--- src/rtl/imm_gen_pipe_pkg.sv ---
// imm_gen_pipe_pkg: shared constants for the immediate generator.
//   imm_type_e : format code driven on oImmType
//   OPC_*      : RV32I/RV64I major opcodes with an immediate
//   F3_*       : SYSTEM funct3 codes for the immediate CSR forms
//   C_Q*, C*_* : RVC quadrant and funct3 codes
package imm_gen_pipe_pkg;

    typedef enum logic [2:0] {
        IMM_NONE = 3'd0,
        IMM_I    = 3'd1,
        IMM_S    = 3'd2,
        IMM_B    = 3'd3,
        IMM_U    = 3'd4,
        IMM_J    = 3'd5,
        IMM_Z    = 3'd6,
        IMM_CSRC = 3'd7
    } imm_type_e;

    localparam logic [6:0] OPC_LOAD     = 7'b0000011;
    localparam logic [6:0] OPC_LOAD_FP  = 7'b0000111;
    localparam logic [6:0] OPC_OP_IMM   = 7'b0010011;
    localparam logic [6:0] OPC_AUIPC    = 7'b0010111;
    localparam logic [6:0] OPC_STORE    = 7'b0100011;
    localparam logic [6:0] OPC_STORE_FP = 7'b0100111;
    localparam logic [6:0] OPC_LUI      = 7'b0110111;
    localparam logic [6:0] OPC_BRANCH   = 7'b1100011;
    localparam logic [6:0] OPC_JALR     = 7'b1100111;
    localparam logic [6:0] OPC_JAL      = 7'b1101111;
    localparam logic [6:0] OPC_SYSTEM   = 7'b1110011;

    localparam logic [2:0] F3_CSRRWI = 3'b101;
    localparam logic [2:0] F3_CSRRSI = 3'b110;
    localparam logic [2:0] F3_CSRRCI = 3'b111;

    localparam logic [1:0] C_Q0 = 2'b00;
    localparam logic [1:0] C_Q1 = 2'b01;
    localparam logic [1:0] C_Q2 = 2'b10;

    localparam logic [2:0] C0_ADDI4SPN = 3'b000;
    localparam logic [2:0] C0_LW       = 3'b010;
    localparam logic [2:0] C0_SW       = 3'b110;
    localparam logic [2:0] C1_ADDI     = 3'b000;
    localparam logic [2:0] C1_JAL      = 3'b001;
    localparam logic [2:0] C1_LI       = 3'b010;
    localparam logic [2:0] C1_LUI      = 3'b011;
    localparam logic [2:0] C1_J        = 3'b101;
    localparam logic [2:0] C1_BEQZ     = 3'b110;
    localparam logic [2:0] C1_BNEZ     = 3'b111;
    localparam logic [2:0] C2_LWSP     = 3'b010;
    localparam logic [2:0] C2_SWSP     = 3'b110;

endpackage

--- src/rtl/imm_gen_pipe_if.sv ---
// imm_gen_pipe_if: instruction-in / immediate-out handshake bundle.
//   iInstrucao, iValid, oReady : input stream (compressed form in [15:0])
//   iFlush                     : discard everything held
//   oImm, oImmType, oValid, iReady : output stream
// master = producer/consumer side, slave = imm_gen_pipe side.
interface imm_gen_pipe_if #(
    parameter int XLEN = 32
);
    import imm_gen_pipe_pkg::*;

    logic [31:0]     iInstrucao;
    logic            iValid;
    logic            oReady;
    logic            iFlush;
    logic [XLEN-1:0] oImm;
    imm_type_e       oImmType;
    logic            oValid;
    logic            iReady;

    modport master (
        output iInstrucao, iValid, iFlush, iReady,
        input  oReady, oImm, oImmType, oValid
    );

    modport slave (
        input  iInstrucao, iValid, iFlush, iReady,
        output oReady, oImm, oImmType, oValid
    );
endinterface

--- src/rtl/imm_gen_pipe_decode.sv ---
// imm_decode: combinational immediate extraction.
//   instr : 32-bit instruction word (compressed form in [15:0])
//   imm   : immediate, extended to XLEN
//   itype : format code, IMM_NONE for anything not decoded
module imm_decode
    import imm_gen_pipe_pkg::*;
#(
    parameter int XLEN   = 32,
    parameter int RVC_EN = 0
) (
    input  logic [31:0]     instr,
    output logic [XLEN-1:0] imm,
    output imm_type_e       itype
);

    // Every result fits a signed 32-bit value: unsigned offsets are small
    // (bit 31 clear) and the CSRC inverse has bit 31 set, so one sign
    // extension to XLEN gives the correct upper bits for all formats.
    logic signed [31:0] v;

    assign imm = XLEN'(v);

    always_comb begin
        v     = '0;
        itype = IMM_NONE;
        if (instr[1:0] == 2'b11) begin
            case (instr[6:0])
                OPC_LOAD, OPC_LOAD_FP, OPC_OP_IMM, OPC_JALR: begin
                    v     = {{20{instr[31]}}, instr[31:20]};
                    itype = IMM_I;
                end
                OPC_STORE, OPC_STORE_FP: begin
                    v     = {{20{instr[31]}}, instr[31:25], instr[11:7]};
                    itype = IMM_S;
                end
                OPC_BRANCH: begin
                    v     = {{19{instr[31]}}, instr[31], instr[7], instr[30:25], instr[11:8], 1'b0};
                    itype = IMM_B;
                end
                OPC_LUI, OPC_AUIPC: begin
                    v     = {instr[31:12], 12'b0};
                    itype = IMM_U;
                end
                OPC_JAL: begin
                    v     = {{11{instr[31]}}, instr[31], instr[19:12], instr[20], instr[30:21], 1'b0};
                    itype = IMM_J;
                end
                OPC_SYSTEM: begin
                    case (instr[14:12])
                        F3_CSRRWI, F3_CSRRSI: begin
                            v     = {27'b0, instr[19:15]};
                            itype = IMM_Z;
                        end
                        F3_CSRRCI: begin
                            v     = ~{27'b0, instr[19:15]};
                            itype = IMM_CSRC;
                        end
                        default: ;
                    endcase
                end
                default: ;
            endcase
        end else if (RVC_EN != 0) begin
            case (instr[1:0])
                C_Q0: begin
                    case (instr[15:13])
                        C0_ADDI4SPN: begin
                            v     = {22'b0, instr[10:7], instr[12:11], instr[5], instr[6], 2'b00};
                            itype = IMM_I;
                        end
                        C0_LW: begin
                            v     = {25'b0, instr[5], instr[12:10], instr[6], 2'b00};
                            itype = IMM_I;
                        end
                        C0_SW: begin
                            v     = {25'b0, instr[5], instr[12:10], instr[6], 2'b00};
                            itype = IMM_S;
                        end
                        default: ;
                    endcase
                end
                C_Q1: begin
                    case (instr[15:13])
                        C1_ADDI, C1_LI: begin
                            v     = {{26{instr[12]}}, instr[12], instr[6:2]};
                            itype = IMM_I;
                        end
                        C1_JAL, C1_J: begin
                            // On RV64 this funct3 is C.ADDIW, which is not decoded here.
                            if (instr[15:13] == C1_J || XLEN == 32) begin
                                v     = {{20{instr[12]}}, instr[12], instr[8], instr[10:9], instr[6],
                                         instr[7], instr[2], instr[11], instr[5:3], 1'b0};
                                itype = IMM_J;
                            end
                        end
                        C1_LUI: begin
                            if (instr[11:7] == 5'd2) begin
                                v     = {{22{instr[12]}}, instr[12], instr[4:3], instr[5], instr[2],
                                         instr[6], 4'b0};
                                itype = IMM_I;
                            end else begin
                                v     = {{14{instr[12]}}, instr[12], instr[6:2], 12'b0};
                                itype = IMM_U;
                            end
                        end
                        C1_BEQZ, C1_BNEZ: begin
                            v     = {{23{instr[12]}}, instr[12], instr[6:5], instr[2], instr[11:10],
                                     instr[4:3], 1'b0};
                            itype = IMM_B;
                        end
                        default: ;
                    endcase
                end
                C_Q2: begin
                    case (instr[15:13])
                        C2_LWSP: begin
                            v     = {24'b0, instr[3:2], instr[12], instr[6:4], 2'b00};
                            itype = IMM_I;
                        end
                        C2_SWSP: begin
                            v     = {24'b0, instr[8:7], instr[12:9], 2'b00};
                            itype = IMM_S;
                        end
                        default: ;
                    endcase
                end
                default: ;
            endcase
        end
    end

endmodule

--- src/rtl/imm_gen_pipe.sv ---
// imm_gen_pipe: immediate generator with output register and one skid entry.
//   iCLK, iRST : clock, asynchronous active-high reset
//   bus        : imm_gen_pipe_if slave (instruction in, immediate out,
//                flush); the interface XLEN must match this XLEN
module imm_gen_pipe
    import imm_gen_pipe_pkg::*;
#(
    parameter int XLEN   = 32,
    parameter int RVC_EN = 0
) (
    input  logic         iCLK,
    input  logic         iRST,
    imm_gen_pipe_if.slave bus
);

    logic [XLEN-1:0] dec_imm;
    imm_type_e       dec_type;

    logic            out_v;
    logic [XLEN-1:0] out_imm;
    imm_type_e       out_type;
    logic            skid_v;
    logic [XLEN-1:0] skid_imm;
    imm_type_e       skid_type;
    logic            rdy;
    logic            acc;

    imm_decode #(
        .XLEN   (XLEN),
        .RVC_EN (RVC_EN)
    ) u_decode (
        .instr (bus.iInstrucao),
        .imm   (dec_imm),
        .itype (dec_type)
    );

    assign acc          = bus.iValid && rdy;
    assign bus.oReady   = rdy;
    assign bus.oValid   = out_v;
    assign bus.oImm     = out_imm;
    assign bus.oImmType = out_type;

    // rdy is kept as its own flop (low through reset) and always equals the
    // inverse of the next skid state, so iReady never reaches oReady
    // combinationally.
    always_ff @(posedge iCLK or posedge iRST) begin
        if (iRST) begin
            out_v     <= 1'b0;
            out_imm   <= '0;
            out_type  <= IMM_NONE;
            skid_v    <= 1'b0;
            skid_imm  <= '0;
            skid_type <= IMM_NONE;
            rdy       <= 1'b0;
        end else if (bus.iFlush) begin
            out_v  <= 1'b0;
            skid_v <= 1'b0;
            rdy    <= 1'b1;
        end else if (out_v && !bus.iReady) begin
            if (acc) begin
                skid_v    <= 1'b1;
                skid_imm  <= dec_imm;
                skid_type <= dec_type;
            end
            rdy <= !(skid_v || acc);
        end else begin
            if (skid_v) begin
                out_v    <= 1'b1;
                out_imm  <= skid_imm;
                out_type <= skid_type;
                skid_v   <= 1'b0;
            end else begin
                out_v <= acc;
                if (acc) begin
                    out_imm  <= dec_imm;
                    out_type <= dec_type;
                end
            end
            rdy <= 1'b1;
        end
    end

endmodule

--- src/flat_wrapper.sv ---
// flat-port wrapper written by rule: the top's interface ports become plain ports
module imm_gen_pipe_flat import imm_gen_pipe_pkg::*;
#(
    parameter int XLEN   = 32,
    parameter int RVC_EN = 0
)
  (iCLK, iRST, bus_iInstrucao, bus_iValid, bus_iFlush, bus_iReady, bus_oReady, bus_oImm, bus_oImmType, bus_oValid);
  imm_gen_pipe_if #(.XLEN(XLEN)) bus_i ();
  input  logic iCLK;
  input  logic iRST;
  input wire logic [$bits(bus_i.iInstrucao)-1:0] bus_iInstrucao;
  input wire logic [$bits(bus_i.iValid)-1:0] bus_iValid;
  input wire logic [$bits(bus_i.iFlush)-1:0] bus_iFlush;
  input wire logic [$bits(bus_i.iReady)-1:0] bus_iReady;
  output wire logic [$bits(bus_i.oReady)-1:0] bus_oReady;
  output wire logic [$bits(bus_i.oImm)-1:0] bus_oImm;
  output wire logic [$bits(bus_i.oImmType)-1:0] bus_oImmType;
  output wire logic [$bits(bus_i.oValid)-1:0] bus_oValid;
  assign bus_i.iInstrucao = bus_iInstrucao;
  assign bus_i.iValid = bus_iValid;
  assign bus_i.iFlush = bus_iFlush;
  assign bus_i.iReady = bus_iReady;
  assign bus_oReady = bus_i.oReady;
  assign bus_oImm = bus_i.oImm;
  assign bus_oImmType = bus_i.oImmType;
  assign bus_oValid = bus_i.oValid;
  imm_gen_pipe #(.XLEN(XLEN), .RVC_EN(RVC_EN)) u_core (.iCLK(iCLK), .iRST(iRST), .bus(bus_i));
endmodule
--- config.mk ---
export PLATFORM = sky130hd
export DESIGN_NAME = imm_gen_pipe_flat
export DESIGN_NICKNAME = d
export VERILOG_FILES = /design/src/rtl/imm_gen_pipe_pkg.sv /design/src/rtl/imm_gen_pipe_if.sv /design/src/rtl/imm_gen_pipe_decode.sv /design/src/rtl/imm_gen_pipe.sv /design/src/flat_wrapper.sv
export SDC_FILE = /design/constraint.sdc
export NUM_CORES = 1
export LEC_CHECK = 0
export CELL_PAD_IN_SITES_DETAIL_PLACEMENT = 0
export CELL_PAD_IN_SITES_GLOBAL_PLACEMENT = 1
export CORE_AREA = 2 2 121 123
export DETAILED_ROUTE_END_ITERATION = 8
export DIE_AREA = 0 0 123 125
export GPL_ROUTABILITY_DRIVEN = 0
export PLACE_DENSITY = 0.62
export SYNTH_ARGS = -nofsm -noshare
export SYNTH_HDL_FRONTEND = slang
export SYNTH_HIERARCHICAL = 1
export SYNTH_SLANG_ARGS = --single-unit
--- constraint.sdc ---
create_clock -name iCLK -period 6.5 [get_ports iCLK]
set_clock_uncertainty 0.2 [all_clocks]
set_input_delay 0.975 -clock iCLK [delete_from_list [all_inputs] [get_ports iCLK]]
set_output_delay 0.975 -clock iCLK [all_outputs]
set_load 0.02 [all_outputs]
# Word level (Yosys, flattened, before mapping)
# Cells that the tools add are included.
# word_totals
elab_cells	57
out_inout_bits	37
in_bits	37
regBits	73
# classes
reduce_logical	12
bitwise_logic	3
eq_ne	17
muxes	18
# op_table
operator	count
32-bit one-hot mux with 6 select lines	1
32-bit 2-to-1 mux	3
32-bit one-hot mux with 2 select lines	1
5-bit inverter with 32-bit output	1
7-bit == test, second input constant	4
7-bit by 6-bit == test with 1-bit output, second input constant	3
3-bit one-hot mux with 6 select lines	1
7-bit by 5-bit == test with 1-bit output, second input constant	2
3-bit == test, second input constant	3
3-bit 2-to-1 mux	3
1-bit 2-to-1 mux	8
7-bit by 2-bit == test with 1-bit output, second input constant	1
7-bit by 3-bit == test with 1-bit output, second input constant	1
3-bit one-hot mux with 2 select lines	1
3-bit AND reduction	2
2-bit OR reduction	3
4-bit OR reduction	1
3-bit by 2-bit != test with 1-bit output, second input constant	1
2-bit == test, second input constant	1
1-bit logical AND	2
1-bit zero test	2
2-bit != test, second input constant	1
1-bit inverter	2
2-bit nonzero test	1
1-bit logical OR	1

# Depth between registers and ports, before layout
# depth
word_depth	7
ltp_mapped	8
ltp_nobuf	6

# Modules after synthesis
# Netlist, hierarchy kept.
# by_module_without_submodules
mod	cells_per_inst	n_inst	area_per_inst_um2	seq_area_each_um2
imm_gen_pipe	199	1	3305.7	1826.8
imm_decode	124	1	839.6	0.0

# Least setup slack after synthesis
# OpenSTA, ideal clock, no wires.
# synth_timing
path_type	input to register
start	in bus_iInstrucao[5]
end	reg u_core.out_imm[11], in the netlist u_core/bus.oImm[11]
n_path_buf	2
slack_ps	3746
setup_time_ps	125
t_required_ps	6175
stages	8
t_arrival_ps	2430
cell_sequence	buf_4 -> nor2b_1 -> a22oi_1 -> or2_1 -> buf_2 -> o311ai_0 -> mux2_2 -> mux2_2
# synth_between
elab_chain_len	6
elab_cells_between_ends	18
# synth_rtl
item	line	source
start: declaration	flat_wrapper.sv:11	input wire logic [$bits(bus_i.iInstrucao)-1:0] bus_iInstrucao;
7-bit by 2-bit == test with 1-bit output (tied with other cells)	imm_gen_pipe_decode.sv:27	case (instr[6:0])
4-bit OR reduction / 2-bit OR reduction (equally long branches)	imm_gen_pipe_decode.sv:27	
32-bit one-hot mux with 6 select lines (*)	imm_gen_pipe_decode.sv:27	
32-bit 2-to-1 mux (*)	imm_gen_pipe_decode.sv:26	if (instr[1:0] == 2'b11) begin
net u_core.dec_imm[11]	imm_gen_pipe.sv:16	logic [XLEN-1:0] dec_imm;
32-bit 2-to-1 mux (*)	imm_gen_pipe.sv:74	if (acc) begin
32-bit 2-to-1 mux (*)	imm_gen_pipe.sv:67	if (skid_v) begin
end signal: assignment	imm_gen_pipe.sv:69	out_imm <= skid_imm;
end signal: assignment	imm_gen_pipe.sv:75	out_imm <= dec_imm;
end: declaration	imm_gen_pipe.sv:20	logic [XLEN-1:0] out_imm;
# The timed path passes the listed nets; every way through them passes the cells marked *. The select of a mux whose other input is x is not followed.
# A chain may end at the register's enable or synchronous reset.

# Final worst setup path
# layout_timing
start	in bus_iInstrucao[12]
end	reg u_core.out_imm[18], in the netlist u_core/bus.oImm[18]
# layout_between
elab_chain_len	7
elab_cells_between_ends	9
# layout_rtl
item	line	source
3-bit == test	imm_gen_pipe_decode.sv:49	case (instr[14:12])
2-bit OR reduction	imm_gen_pipe_decode.sv:49	
32-bit one-hot mux with 2 select lines (*)	imm_gen_pipe_decode.sv:49	
32-bit one-hot mux with 6 select lines (*)	imm_gen_pipe_decode.sv:27	
32-bit 2-to-1 mux (*)	imm_gen_pipe_decode.sv:26	
net u_core.dec_imm[18]	imm_gen_pipe.sv:16	
32-bit 2-to-1 mux (*)	imm_gen_pipe.sv:74	
32-bit 2-to-1 mux (*)	imm_gen_pipe.sv:67	
# Marked as above.

==> metrics.yaml <==
outcome:
  status: "finished clean"
run:
  cap_violations: 0
clock_tree:
  numClockSinks: 73
  htree_levels: 3
  insertion_delay_ps: 330
  postCtsSetupBuffers: 0
  ctsResizeCount: 0
  path_clk_slew_ps: 60
  ctsRootBufferMaster: "clkbuf_16"
  numCtsBuffers: 9
  cts_tree: "yes"
  postCtsHoldBufs: 0
  clk_path_buf_depth: 2
sta:
  maxSlewHeadroom_pct: 37.1
  hold_violations: 0
  finalSetupViolations: 0
  fin_crit_ps: 3430
  worst_pin_slew_ps: 944
  grt_setup_unrepaired: "false"
  max_freq_mhz: 292
  fin_crit_sh_pct: 52.7
  finalMaxSlewViolations: 0
  worst_slack_ps: 3070
  fin_setup_tns_ps: 0
drt:
  viasPerCell: 4.75
  wl_met2_um: 4650
  wl_met1_um: 4770
  first_iter_violations: 158
  highest-signal-layer: "met4"
  met3_length_um: 380
  via_count: 2734
  dr.pass1.iters: 4
  wl_um: 9950
  postRouteAntennaNets: 0
  wl_per_cell_um: 17.3
  drc: 0
floorplanning:
  die_h_um: 125
  dieArea_sq_um: 15400
  ioPinCount: 74
  row_count: 44
  initial_core_util_pct: 29.2
  coreArea_sq_um: 14200
  die_x_um: 123
global_routing:
  grt_usage_pct: 13.8
  grt-ovfl-total: 0
  grt_max_degree: 74
  antenna_found_initial: 0
  grt_pass1_vias: 2934
  grt_pass1_wl_um: 16200
synth:
  syn_inst: 323
  syn-num-nets: 360
  yosysTopAreaCell: "dfrtp_1"
  synth_mux_area_share_pct: 31.2
  synthSimpleGateAreaFrac_pct: 9.33
  synthAdderAreaFrac_pct: 0
  synth_edf_count: 0
  ys.flop_type: "dfrtp_1"
  synth_commonest_cells: "dfrtp_1, mux2_2, mux2_4, nand2_1, a21o_1"
  synth_top_family_by_area: "multiplexers"
  syn-mean-instance-area_sq_um: 12.8
  yosys-top-cells-area: "dfrtp_1, mux2_2, mux2_4"
  ys_ff_latch: 73
  async_flop_share_pct: 100
  synth.distinct_cells: 54
  synth-xor-area-share_pct: 1.48
  syn_area_sq_um: 4150
  synth_compound_area_share_pct: 9.24
  yosysTopAreaCellShare_pct: 44.1
  ys_warn_count: 6
  yosysSeqAreaShare_pct: 44.1
pwr:
  power_uw: 1160
  p_leak_uw: 0.00245
  powerDensity_nw_per_um2: 221
  ir_drop_mv: 0.0961
setup_path:
  cpPeakStageDelay_ps: 700
  crit_start: "bus_iInstrucao[12]"
  crit_slowest_cell: "clkdlybuf4s50_1"
  worstReg2RegStart: "u_core/bus.oValid$_DFFE_PP0N_"
  worstPathRequired_ps: 6510
  path_buf_inv: 1
  cpLargestDelayFamily: "buffers and inverters"
  end_kind: "register"
  crit_fanout: 14
  path_class: "input pin to register"
  start_kind: "input pin"
  arrival_ps: 3430
  crit_chain: "clkdlybuf4s50_1 > nand4_1 > nor3_2 > a21oi_1 > nand3_1 > mux2_2 > mux2_1"
final_layout:
  syn_to_final_growth_pct: 27.0
  drive_gt1_share_pct: 36.7
  diodes: 0
  fillers: 1451
  nets: 424
min_path:
  hold_class: "register to register"
  hp-start: "u_core/bus.oImmType[1]$_DFFE_PP0P_"
placement:
  place_ws_ps: 2740
  portBuffers: 73
  dp_hpwl_um: 6660
[path summary, 6_finish.rpt]
check	endpoint	depth (start not counted)	slack, ps
worst min register to register	u_core/bus.oImmType[1]$_DFFE_PP0P_	1	300
min in group asynchronous	u_core/skid_imm[7]$_DFFE_PP0P_	3	1050
worst max register to register	u_core/skid_imm[3]$_DFFE_PP0P_	3	4270
worst max-delay path	u_core/bus.oImm[18]$_DFFE_PP0P_	7	3070
max in group asynchronous	u_core/bus.oImm[17]$_DFFE_PP0P_	3	4430
worst min-delay path	u_core/bus.oImmType[1]$_DFFE_PP0P_	1	300
[logic make-up after synthesis]
family                    after synthesis
DFF                                    73
xor gates and xnor gates                7
AOI/OAI and AO/OA                      48
muxes                                 105
buffers and inverters                  27
and+or+nand+nor                        63
[cell usage in the layout (no fill, tap or decap), types with 2 or more instances in the layout]
master	synthesis	routed
clkdlybuf4s50_1	0	73
mux2_2	73	73
dfrtp_1	73	73
mux2_4	30	30
nand2_1	20	20
a21o_1	13	13
clkbuf_16	0	9
nand3_1	9	9
nor2_1	6	6
xor2_1	6	6
a31o_2	6	6
a21oi_1	5	5
o21ai_0	5	5
nand3b_1	4	4
a21oi_2	4	4
a221o_1	4	4
inv_1	4	3
buf_4	7	3
clkbuf_8	0	2
clkinvlp_4	0	2
nor2b_1	2	2
mux2_1	2	2
or2_1	2	2
nand4b_1	2	2
[where the power goes]
group / internal [uW] / leakage [uW] / switching [uW] / total, uW
Clock: 320 / 0.000148 / 195 / 515
Sequential: 476 / 0.00100 / 11.2 / 487
Combinational: 82.3 / 0.00130 / 77.3 / 160
[metrics by stage]
stage	hold slack, ps	utilization [%]	cell area (sq um)	std cells
final	304	37.1	5270	576
after global routing	317	37.1	5270	576
after CTS	305	37.1	5270	576
after detailed placement	290	34.9	4950	560
after global placement	284	34.9	4950	560
after floorplan	275	-	4150	323
[area by class of cell]
class | instances | area (sq um) | share of cell area [%]
Clock buffer | 11 | 253 | 4.80
Clock inverter | 5 | 62.6 | 1.19
Inverter | 4 | 15.0 | 0.285
Multi-Input combinational cell | 223 | 2130 | 40.4
Sequential cell | 73 | 1830 | 34.7
Tap cell | 184 | 230 | 4.37
Timing Repair Buffer | 76 | 753 | 14.3
[registers in the layout (all words and copies together), names as in the netlist]
signal,count
u_core/bus.oReady,1
u_core/bus.oValid,1
u_core/skid_imm,32
u_core/bus.oImm,32
u_core/skid_type,3
u_core/bus.oImmType,3
u_core/skid_v,1
[per-layer routing]
layer | vias up | global-route usage [%]
li1 | 1305 | -
met1 | 1365 | 19.2
met2 | 53 | 21.0
met3 | 11 | 2.87
met4 | 0 | 5.41
met5 | - | 0
[worst reg2reg max path: cells and delay by family (launching register included)]
kind | cells | cell delay, ps
flops | 1 | 350
mux | 1 | 420
simple gates | 2 | 1140
Note: power is estimated with default switching activity, not from simulation.
